$ cat src/rtl/ps2_key_decoder.sv
// ps2_key_decoder: registered PS/2 scancode decoder with held direction, auto-repeat move pulses and activate pulse
module ps2_key_decoder #(
  parameter int REPEAT_DELAY  = 25000000,
  parameter int REPEAT_PERIOD = 12500000
) (
  input  logic       clock,
  input  logic       reset,
  input  logic [7:0] received_data,
  input  logic       received_data_en,
  output logic       move,
  output logic [1:0] dir,
  output logic       activate,
  output logic       key_held
);
  localparam int CW = $clog2(REPEAT_DELAY > REPEAT_PERIOD ? REPEAT_DELAY : REPEAT_PERIOD);
  localparam logic [CW-1:0] DLY = CW'(REPEAT_DELAY - 1);
  localparam logic [CW-1:0] PER = CW'(REPEAT_PERIOD - 1);
  localparam logic [1:0] IDLE = 2'd0, EXT = 2'd1, BRK = 2'd2, EXT_BRK = 2'd3;
  logic [1:0] state, state_next;
  logic [CW-1:0] cnt;
  logic [8:0] held, key;
  logic space_down, code_ev, brk_ev, dir_hit, new_make, release_hit, space_ev;
  logic [1:0] dir_map;
  assign key = {state == EXT || state == EXT_BRK, received_data};
  assign brk_ev = state == BRK || state == EXT_BRK;
  always_comb begin
    state_next = !received_data_en ? state :
                 (state == IDLE && received_data == 8'hE0) ? EXT :
                 (state == IDLE && received_data == 8'hF0) ? BRK :
                 (state == EXT  && received_data == 8'hF0) ? EXT_BRK : IDLE;
    code_ev = received_data_en &&
              !(state == IDLE && (received_data == 8'hE0 || received_data == 8'hF0)) &&
              !(state == EXT && received_data == 8'hF0);
  end
  always_comb begin
    dir_hit = 1'b1;
    dir_map = 2'b00;
    case (key)
      9'h01D, 9'h175: dir_map = 2'b11;
      9'h01C, 9'h16B: dir_map = 2'b01;
      9'h01B, 9'h172: dir_map = 2'b00;
      9'h023, 9'h174: dir_map = 2'b10;
      default:        dir_hit = 1'b0;
    endcase
  end
  assign new_make    = code_ev && dir_hit && !brk_ev && (!key_held || held != key);
  assign release_hit = code_ev && dir_hit && brk_ev && key_held && held == key;
  assign space_ev    = code_ev && key == 9'h029;
  always_ff @(posedge clock) begin
    if (reset) begin
      state      <= IDLE;
      move       <= 1'b0;
      activate   <= 1'b0;
      dir        <= 2'b00;
      key_held   <= 1'b0;
      space_down <= 1'b0;
      cnt        <= '0;
      held       <= '0;
    end else begin
      state    <= state_next;
      move     <= 1'b0;
      activate <= space_ev && !brk_ev && !space_down;
      if (space_ev) space_down <= !brk_ev;
      // a new key make overrides any simultaneous repeat expiry
      if (new_make) begin
        held     <= key;
        dir      <= dir_map;
        key_held <= 1'b1;
        move     <= 1'b1;
        cnt      <= DLY;
      end else if (release_hit) begin
        key_held <= 1'b0;
      end else if (key_held) begin
        move <= cnt == '0;
        cnt  <= cnt == '0 ? PER : cnt - 1'b1;
      end
    end
  end
endmodule
$ cat config.mk
export PLATFORM = sky130hd
export DESIGN_NAME = ps2_key_decoder
export DESIGN_NICKNAME = d
export VERILOG_FILES = /design/src/rtl/ps2_key_decoder.sv
export SDC_FILE = /design/constraint.sdc
export NUM_CORES = 1
export LEC_CHECK = 0
export BUFFER_PORTS_ARGS = -buffer_cell sky130_fd_sc_hd__buf_2
export CORE_UTILIZATION = 50
export DETAILED_ROUTE_END_ITERATION = 8
export PLACE_DENSITY = 0.78
export SLEW_MARGIN = 10
export SYNTH_ARGS = -nofsm -noshare
export SYNTH_HDL_FRONTEND = slang
export SYNTH_SLANG_ARGS = --single-unit
$ cat constraint.sdc
create_clock -name clock -period 3.1 [get_ports clock]
set_input_delay 0.31 -clock clock [delete_from_list [all_inputs] [get_ports clock]]
set_output_delay 0.31 -clock clock [all_outputs]
set_load 0.03 [all_outputs]
Yosys cells after proc, flatten, opt, wreduce, memory -nomap -nowiden
Index checks and enable logic that the tools add are counted.
Word-level totals
  bits of input ports: 11
  output and inout port bits: 5
  word-level logic and storage cells: 77
  register bits after elaboration: 42
Cells by class
  bitwise operators: 1
  $add $sub $neg: 1
  reduce and logical (&&, ||, !) cells: 35
  multiplexer cells: 14
  equal/unequal tests: 17
Operator list (count)
  25-bit 2-to-1 mux: 4
  9-bit == test, second input constant: 4
  9-bit by 5-bit == test with 1-bit output, second input constant: 3
  25-bit zero test: 1
  25-bit by 1-bit subtractor with 25-bit output, second input constant: 1
  9-bit by 6-bit == test with 1-bit output, second input constant: 2
  8-bit == test, second input constant: 2
  1-bit logical AND: 15
  9-bit == test: 1
  9-bit inequality test: 1
  2-bit OR reduction: 4
  8-bit OR reduction: 1
  1-bit 2-to-1 mux: 6
  2-bit 2-to-1 mux: 3
  2-bit case mux with 3 select lines: 1
  1-bit zero test: 5
  2-bit == test, second input constant: 2
  1-bit logical OR: 4
  2-bit AND reduction: 2
  2-bit nonzero test: 2
  2-bit by 1-bit == test with 1-bit output, second input constant: 1
  2-bit zero test: 1
  2-bit inequality test, second input constant: 1
  1-bit inverter: 1

Longest topological paths before layout
Gate-level depths: netlist (run 1).
  depth after elaboration: 12
  gate-level depth with buffers: 9
  gate-level depth less buffers: 8

Worst setup path before layout (run 1)
OpenSTA, ideal clock, no wires.
  path kind: reg2reg
  from: register key_held
  to: register cnt[1]
  data required time: 2978 ps
  clock period less this slack: 2392 ps
  stages on the path, launching flop included: 9
  library setup time: 122 ps
  arrival time: 2271 ps
  path buffers: 3
  slack: 708 ps
  path through: dfxtp_1 -> clkbuf_1 -> nand4_1 -> nor4_1 -> o311a_1 -> buf_6 -> buf_2 -> o221ai_1 -> o311a_1
Between the ends
  cells in the longest elaborated chain, start to end: 5
  elaborated cells between the ends (all ways): 9
  those cells by class: eq/ne (1); mux (1); reduce/logical (7)
RTL lines
  start: declaration: line 13  | output logic key_held
  start signal: assignment: line 55  | key_held <= 1'b0;
  start signal: assignment: line 68  | key_held <= 1'b1;
  start signal: assignment: line 72  | key_held <= 1'b0;
  1-bit zero test: line 46  | assign new_make = code_ev && dir_hit && !brk_ev && (!key_held || held != key);
  1-bit logical OR: line 46
  1-bit logical AND: line 46
  2-bit inequality test (no line) / 2-bit nonzero test (equally long branches)
  2-bit AND reduction (no line)
  end signal: assignment: line 75  | cnt <= cnt == '0 ? PER : cnt - 1'b1;
  end: declaration: line 20  | logic [CW-1:0] cnt;
Parallel ways exist; a longest one is shown, timed or not.
A chain may end at the register's enable or synchronous reset.

Final worst setup path (run 1)
  from: register state[0]
  to: register cnt[0]
Between the ends
  cells in the longest elaborated chain, start to end: 11
  elaborated cells between the ends (all ways): 36
  those cells by class: eq/ne (14); mux (2); reduce/logical (20)
RTL lines
  start: declaration: line 19  | logic [1:0] state, state_next;
  start signal: assignment: line 60  | state <= state_next;
  2-bit by 1-bit == test with 1-bit output, or another cell as far along: line 24, 33
  1-bit logical OR / 1-bit logical AND (equally long branches): line 24, 32
  9-bit by 6-bit == test with 1-bit output, or another cell as far along: line 38  | case (key)
  8-bit OR reduction (no line) / 1-bit logical AND (equally long branches)
  1-bit 2-to-1 mux / 1-bit logical AND (equally long branches): line 38, 32
  1-bit logical AND: line 46, 47
  1-bit logical AND (3 in series): line 47  | assign release_hit = code_ev && dir_hit && brk_ev && key_held && held == key;
  2-bit inequality test (no line)
  2-bit AND reduction (no line)
Parallel ways exist; a longest one is shown, timed or not.

==> results of run 1 <==
-- layer usage --
metal | track usage [%] | vias to the layer above | wire, µm
li1 | - | 1251 | -
met1 | 36.09 | 1235 | 3058
met2 | 42.10 | 127 | 3179
met3 | 5.350 | 9 | 470
met4 | 10.68 | 0 | 84
met5 | 0 | - | 0
-- critical path: stages (launching register included) --
cell	delay, ns
dfxtp_1	0.45
nor4b_2	0.40
mux2i_1	0.19
nor4bb_4	0.42
o31a_1	0.59
nand2_2	0.30
a311oi_1	0.32
-- registers in the layout, indices dropped and copies added (netlist names) --
signal and flops:
space_down 1, key_held 1, dir 2, cnt 25, activate 1, state 2, move 1, held 9
-- stage by stage --
step	hold slack, ns	total power, mW
after global placement	0.4175	0.7457
after floorplan	0.4002	0.6898
after global routing	0.2842	1.231
final	0.2578	1.182
after detailed placement	0.4230	0.7466
after CTS	0.2597	1.184
-- power groups by stage --
stage | clock network (mW) | logic (mW) | registers [mW]
floorplan | 0 | 0.128 | 0.562
global placement | 0 | 0.183 | 0.562
detailed placement | 0 | 0.184 | 0.563
CTS | 0.448 | 0.186 | 0.550
global route | 0.473 | 0.207 | 0.551
finish | 0.441 | 0.191 | 0.550
-- synth_stat cells (3+ instances only) --
cell type  number
a211oi_1        3
dfxtp_1        42
o221ai_1        3
buf_2           9
or2_2           4
o31ai_1         9
o21ai_0        11
nand3_1        22
nor2_1         16
nor3_1         18
inv_1          11
nand4_1         9
a311oi_1        6
clkbuf_1        9
nor4_2          3
or3_1           5
a31oi_1        10
a221oi_1        5
or4_1           3
nand2b_1        3
xnor2_1         9
nand2_1        18
nor4_1          7
a21oi_1        29
o211ai_1        6
-- layout by cell type (no fill, tap or decap), types with 3 or more instances in the layout --
master    count
nor4_2        3
buf_4        14
or3_1         5
nand4_1       9
or4_1         3
a221oi_1      5
nand3_1      22
a31oi_1      10
buf_2        15
nand2_1      18
dfxtp_1      42
o211ai_1      6
a311oi_1      6
clkbuf_8      5
xnor2_1       9
inv_1        11
nor4_1        7
or2_2         4
a211oi_1      3
o31ai_1       9
nand2b_1      3
nor3_1       18
a21oi_1      29
nor2_1       16
o21ai_0      11
o221ai_1      3
-- cell families (layout without fill, tap and decap cells) --
logic type | Yosys count | in the layout | share of synthesized area (%)
and+or+nand+nor | 126 | 126 | 28.93
AOI/OAI and AO/OA | 101 | 101 | 28.05
DFF | 42 | 42 | 32.67
buffers and inverters | 32 | 48 | 5.542
xor gates and xnor gates | 9 | 9 | 3.063
adders and majority gates | 2 | 2 | 0.9721
muxes | 2 | 2 | 0.7779
-- how the worst max path moves through the flow --
stage,endpoint,slack (ns),cells past startpoint
final,cnt[0],0.35,6
after global routing,cnt[0],0.17,6
after CTS,cnt[0],0.42,6
after detailed placement,cnt[0],0.38,7
after global placement,cnt[0],0.47,7
after floorplan,cnt[1],0.71,8
-- layout make-up --
| type | instances | share of cell area, % |
|---|---|---|
| well taps | 67 | 2.941 |
| clock inverters | 3 | 1.580 |
| flip-flops and latches | 42 | 29.50 |
| clock buffers | 5 | 2.414 |
| inverters | 11 | 1.449 |
| repair buffers | 29 | 6.321 |
| multi-input cells | 240 | 55.79 |
==> impl_metrics.ini, run 1 <==
[run_status]
status = complete, no violations

[critical_path]
crit_start = state[0]
critPathRequiredTime_ns = 3.32
r2r_setup_slack_ns = 0.35
crit_fanout = 14
regToRegStartpoint = state[0]
r2r_cells = 6
critPathCaptureType = flip-flop
worstSetupStartpointType = flip-flop
critPathKind = flip-flop to flip-flop
worstPathArrival_ns = 2.97
r2r-end = cnt[0]

[final_layout]
fin_area_mm2 = 0.002850
drive_gt1_share_pct = 17.27
syn_to_final_growth_pct = 10.74
diodes = 0
regArea_um2 = 840.8
multi_input_area_mm2 = 0.001590
finalNonFillerCells = 397
final_core_util_pct = 58.79
nets = 342
n_fill_cell = 446

[clock_network]
clock_latency_ns = 0.30
hold_buffers = 0
cts-root-buf = clkbuf_8
tritoncts = built
cts-buffers-inserted = 5
htreeDepth = 2
clk_path_buf_depth = 2
cts_sinks = 42
clkSlewWorstSetupHoldPaths_ns = 0.09
ctsResizeCount = 0
post_cts_buffers = 0

[floorplanning]
die-area_mm2 = 0.005438
core_region_area_mm2 = 0.004848
die_h_um = 73.75
num_rows = 25
initial_core_util_pct = 53.08
io-pin-count = 16
die-width_um = 73.75

[grt]
grt_pass1_wl_mm = 11.24
overflow = 0
grt_max_degree = 34
grt_pass1_vias = 2376
antenna_found_initial = 0
grtUsageTotal_pct = 26.89

[power_and_ir_drop]
p_per_area_mw_per_mm2 = 414.8
clock_power_share_pct = 37.3
pwr-share-seq_pct = 46.5
combPwrFrac_pct = 16.1
netSwitchingFraction_pct = 28.11
p_leak_nw = 1.031
peakVddDrop_uv = 291.8
internal_power_mw = 0.8498
switchingPower_mw = 0.3324

[timing]
postLayoutSetupSlackWorst_ns = 0.3452
timing.fmax_mhz = 363.0
rsz0062_at_grt = no
tightest_slew_ns = 0.7741
slew_viol_final = 0
finalCritPeriodShare_pct = 88.86
fin_setup_tns_ns = 0
skew_ns = 0.007517
slew_headroom_pct = 47.92
setup_viol = 0
finalHoldViolCount = 0
fin_crit_ns = 2.755

[placed_design]
gp_congestion = 0.9787
dp_cells = 389
place_area_mm2 = 0.002736
io_buffers = 15
hpwlAfterDp_mm = 4.665
post-place-ws_ns = 0.3829

[detailed_routing]
antenna_left = 0
drtIter0Drc = 247
drtPass1Iterations = 6
vias = 2622
post_drt_wl_per_cell_um = 17.11
wl_mm = 6.792
drc = 0
detail_route.vias_per_cell = 6.605

[yosys]
ys_ff_latch = 42
ys_seq_area_share_pct = 32.67
syn_area_mm2 = 0.002574
synth_top_flop_cell = dfxtp_1
ys_warn_count = 0
ys_types = 61
yosys.area.top_type_share_pct = 32.67
async_flop_share_pct = 0
synth_top_area_cell = dfxtp_1
synth_nets = 327
synth_edf_count = 0
synthTopCellsByArea = dfxtp_1 (33%), a21oi_1 (5.6%), nand3_1 (4.3%)
postSynthAreaPerCell_um2 = 8.197
synthCells = 314

[min_path]
min_from = received_data_en
min_to = state[0]
min_path_type = input pin to flip-flop
min_path_cells = 2

[job]
cap_violations = 0
No activity file was read; power rests on OpenSTA's default activity.
==> inputs of run 2 (changes only) <==
--- a/config.mk
+++ b/config.mk
@@ -7,6 +7,7 @@
 export LEC_CHECK = 0
 export BUFFER_PORTS_ARGS = -buffer_cell sky130_fd_sc_hd__buf_2
 export CORE_UTILIZATION = 50
+export CTS_BUF_LIST = sky130_fd_sc_hd__clkbuf_4
 export DETAILED_ROUTE_END_ITERATION = 8
 export PLACE_DENSITY = 0.78
 export SLEW_MARGIN = 10
==> impl_metrics.ini, run 2 (synthesized netlist as in run 1, its figures left out) <==
[grt]
grt_pass1_wl_mm = 11.13
overflow = 0
grt_pass1_vias = 2358
antenna_found_initial = 0
grt_max_degree = 34
grtUsageTotal_pct = 26.68

[power_and_ir_drop]
netSwitchingFraction_pct = 29.17
p_per_area_mw_per_mm2 = 390.8
p_leak_nw = 1.018
power_mw = 1.102
combPwrFrac_pct = 17.3
pwr-share-seq_pct = 50.0
clock_power_share_pct = 32.7
internal_power_mw = 0.7802
peakVddDrop_uv = 242.0
switchingPower_mw = 0.3213

[job]
cap_violations = 0

[min_path]
min_path_cells = 2
min_from = received_data_en
min_to = state[0]
min_path_type = input pin to flip-flop

[timing]
finalCritPeriodShare_pct = 89.44
fin_setup_tns_ns = 0
fin_hold_ws_ns = 0.1914
slew_headroom_pct = 49.44
skew_ns = 0.008164
setup_viol = 0
timing.fmax_mhz = 360.7
postLayoutSetupSlackWorst_ns = 0.3274
tightest_slew_ns = 0.7515
slew_viol_final = 0
finalHoldViolCount = 0
fin_crit_ns = 2.773
rsz0062_at_grt = no

[floorplanning]
num_rows = 25
initial_core_util_pct = 53.08
io-pin-count = 16
die-width_um = 73.75
die-area_mm2 = 0.005438
die_h_um = 73.75
core_region_area_mm2 = 0.004848

[final_layout]
largest_register_ffs = 25
fin_area_mm2 = 0.002819
nets = 342
n_fill_cell = 453
drive_gt1_share_pct = 17.27
final_common_cell = dfxtp_1
diodes = 0
final_cell_mix = dfxtp_1 (42), a21oi_1 (29), nand3_1 (22)
largestRegisters = cnt: 25 flops, held: 9 flops
top_register = cnt
syn_to_final_growth_pct = 9.528

[detailed_routing]
antenna_left = 0
detail_route.vias_per_cell = 6.605
drtPass1Iterations = 5
drc = 0
vias = 2622
post_drt_wl_per_cell_um = 16.93
drtIter0Drc = 253
wl_mm = 6.722

[critical_path]
r2r_cells = 6
regToRegStartpoint = state[0]
r2r_setup_slack_ns = 0.33
critPathCaptureType = flip-flop
worstPathArrival_ns = 3.05
r2r-end = cnt[0]
critPathKind = flip-flop to flip-flop
critPathRequiredTime_ns = 3.38
crit_start = state[0]
worstSetupStartpointType = flip-flop
crit_fanout = 14

[clock_network]
cts-buffers-inserted = 5
htreeDepth = 2
hold_buffers = 0
clkSlewWorstSetupHoldPaths_ns = 0.13
clk_path_buf_depth = 2
post_cts_buffers = 0
clock_latency_ns = 0.36
cts_sinks = 42
cts-root-buf = clkbuf_4
tritoncts = built
ctsResizeCount = 0

[placed_design]
post-place-ws_ns = 0.3829
gp_congestion = 0.9787
place_area_mm2 = 0.002736
io_buffers = 15
hpwlAfterDp_mm = 4.665

[run_status]
status = complete, no violations
-- run 2: worst max-delay path by stage --
stage              to  slack [ns]  cells past startpoint
6_report       cnt[0]        0.33                      6
3_5_place_dp   cnt[0]        0.38                      7
2_1_floorplan  cnt[1]        0.71                      8
3_3_place_gp   cnt[0]        0.47                      7
4_1_cts        cnt[0]        0.41                      6
5_1_grt        cnt[0]        0.16                      6
-- run 2: critical path, stage by stage (launching register included) --
cell	delay (ns)
dfxtp_1	0.62
and4b_4	0.32
mux2i_1	0.11
nor4bb_4	0.42
o31a_1	0.60
nand2_2	0.31
a311oi_1	0.33
-- run 2: layer usage --
metal | GRT usage (%) | share of wire (%) | up-vias
met4 | 10.90 | 1.3 | 0
met1 | 36.17 | 45 | 1225
li1 | - | - | 1255
met3 | 5.075 | 7.6 | 16
met5 | 0 | 0 | -
met2 | 41.39 | 47 | 126
-- run 2: final cells by class --
| cell class | count | area (µm²) | area share (%) |
|---|---|---|---|
| multi-input cells | 240 | 1590 | 56.41 |
| inverters | 11 | 41.29 | 1.465 |
| clock inverters | 3 | 45.04 | 1.598 |
| clock buffers | 5 | 37.54 | 1.332 |
| repair buffers | 29 | 180.2 | 6.391 |
| flip-flops and latches | 42 | 840.8 | 29.83 |
| well taps | 67 | 83.83 | 2.974 |
-- run 2: stage by stage --
step | util, % | std cells
detailed placement | 56.44 | 389
global placement | 56.44 | 389
finish | 58.14 | 397
global route | 58.14 | 397
floorplan | - | 314
CTS | 58.14 | 397
-- run 2: power groups by stage --
stage          Combinational [mW]  Clock (mW)  Sequential [mW]
2_1_floorplan               0.128           0            0.562
3_3_place_gp                0.183           0            0.562
3_5_place_dp                0.184           0            0.563
4_1_cts                     0.185       0.369            0.551
5_1_grt                     0.206       0.394            0.552
6_report                    0.190       0.360            0.551
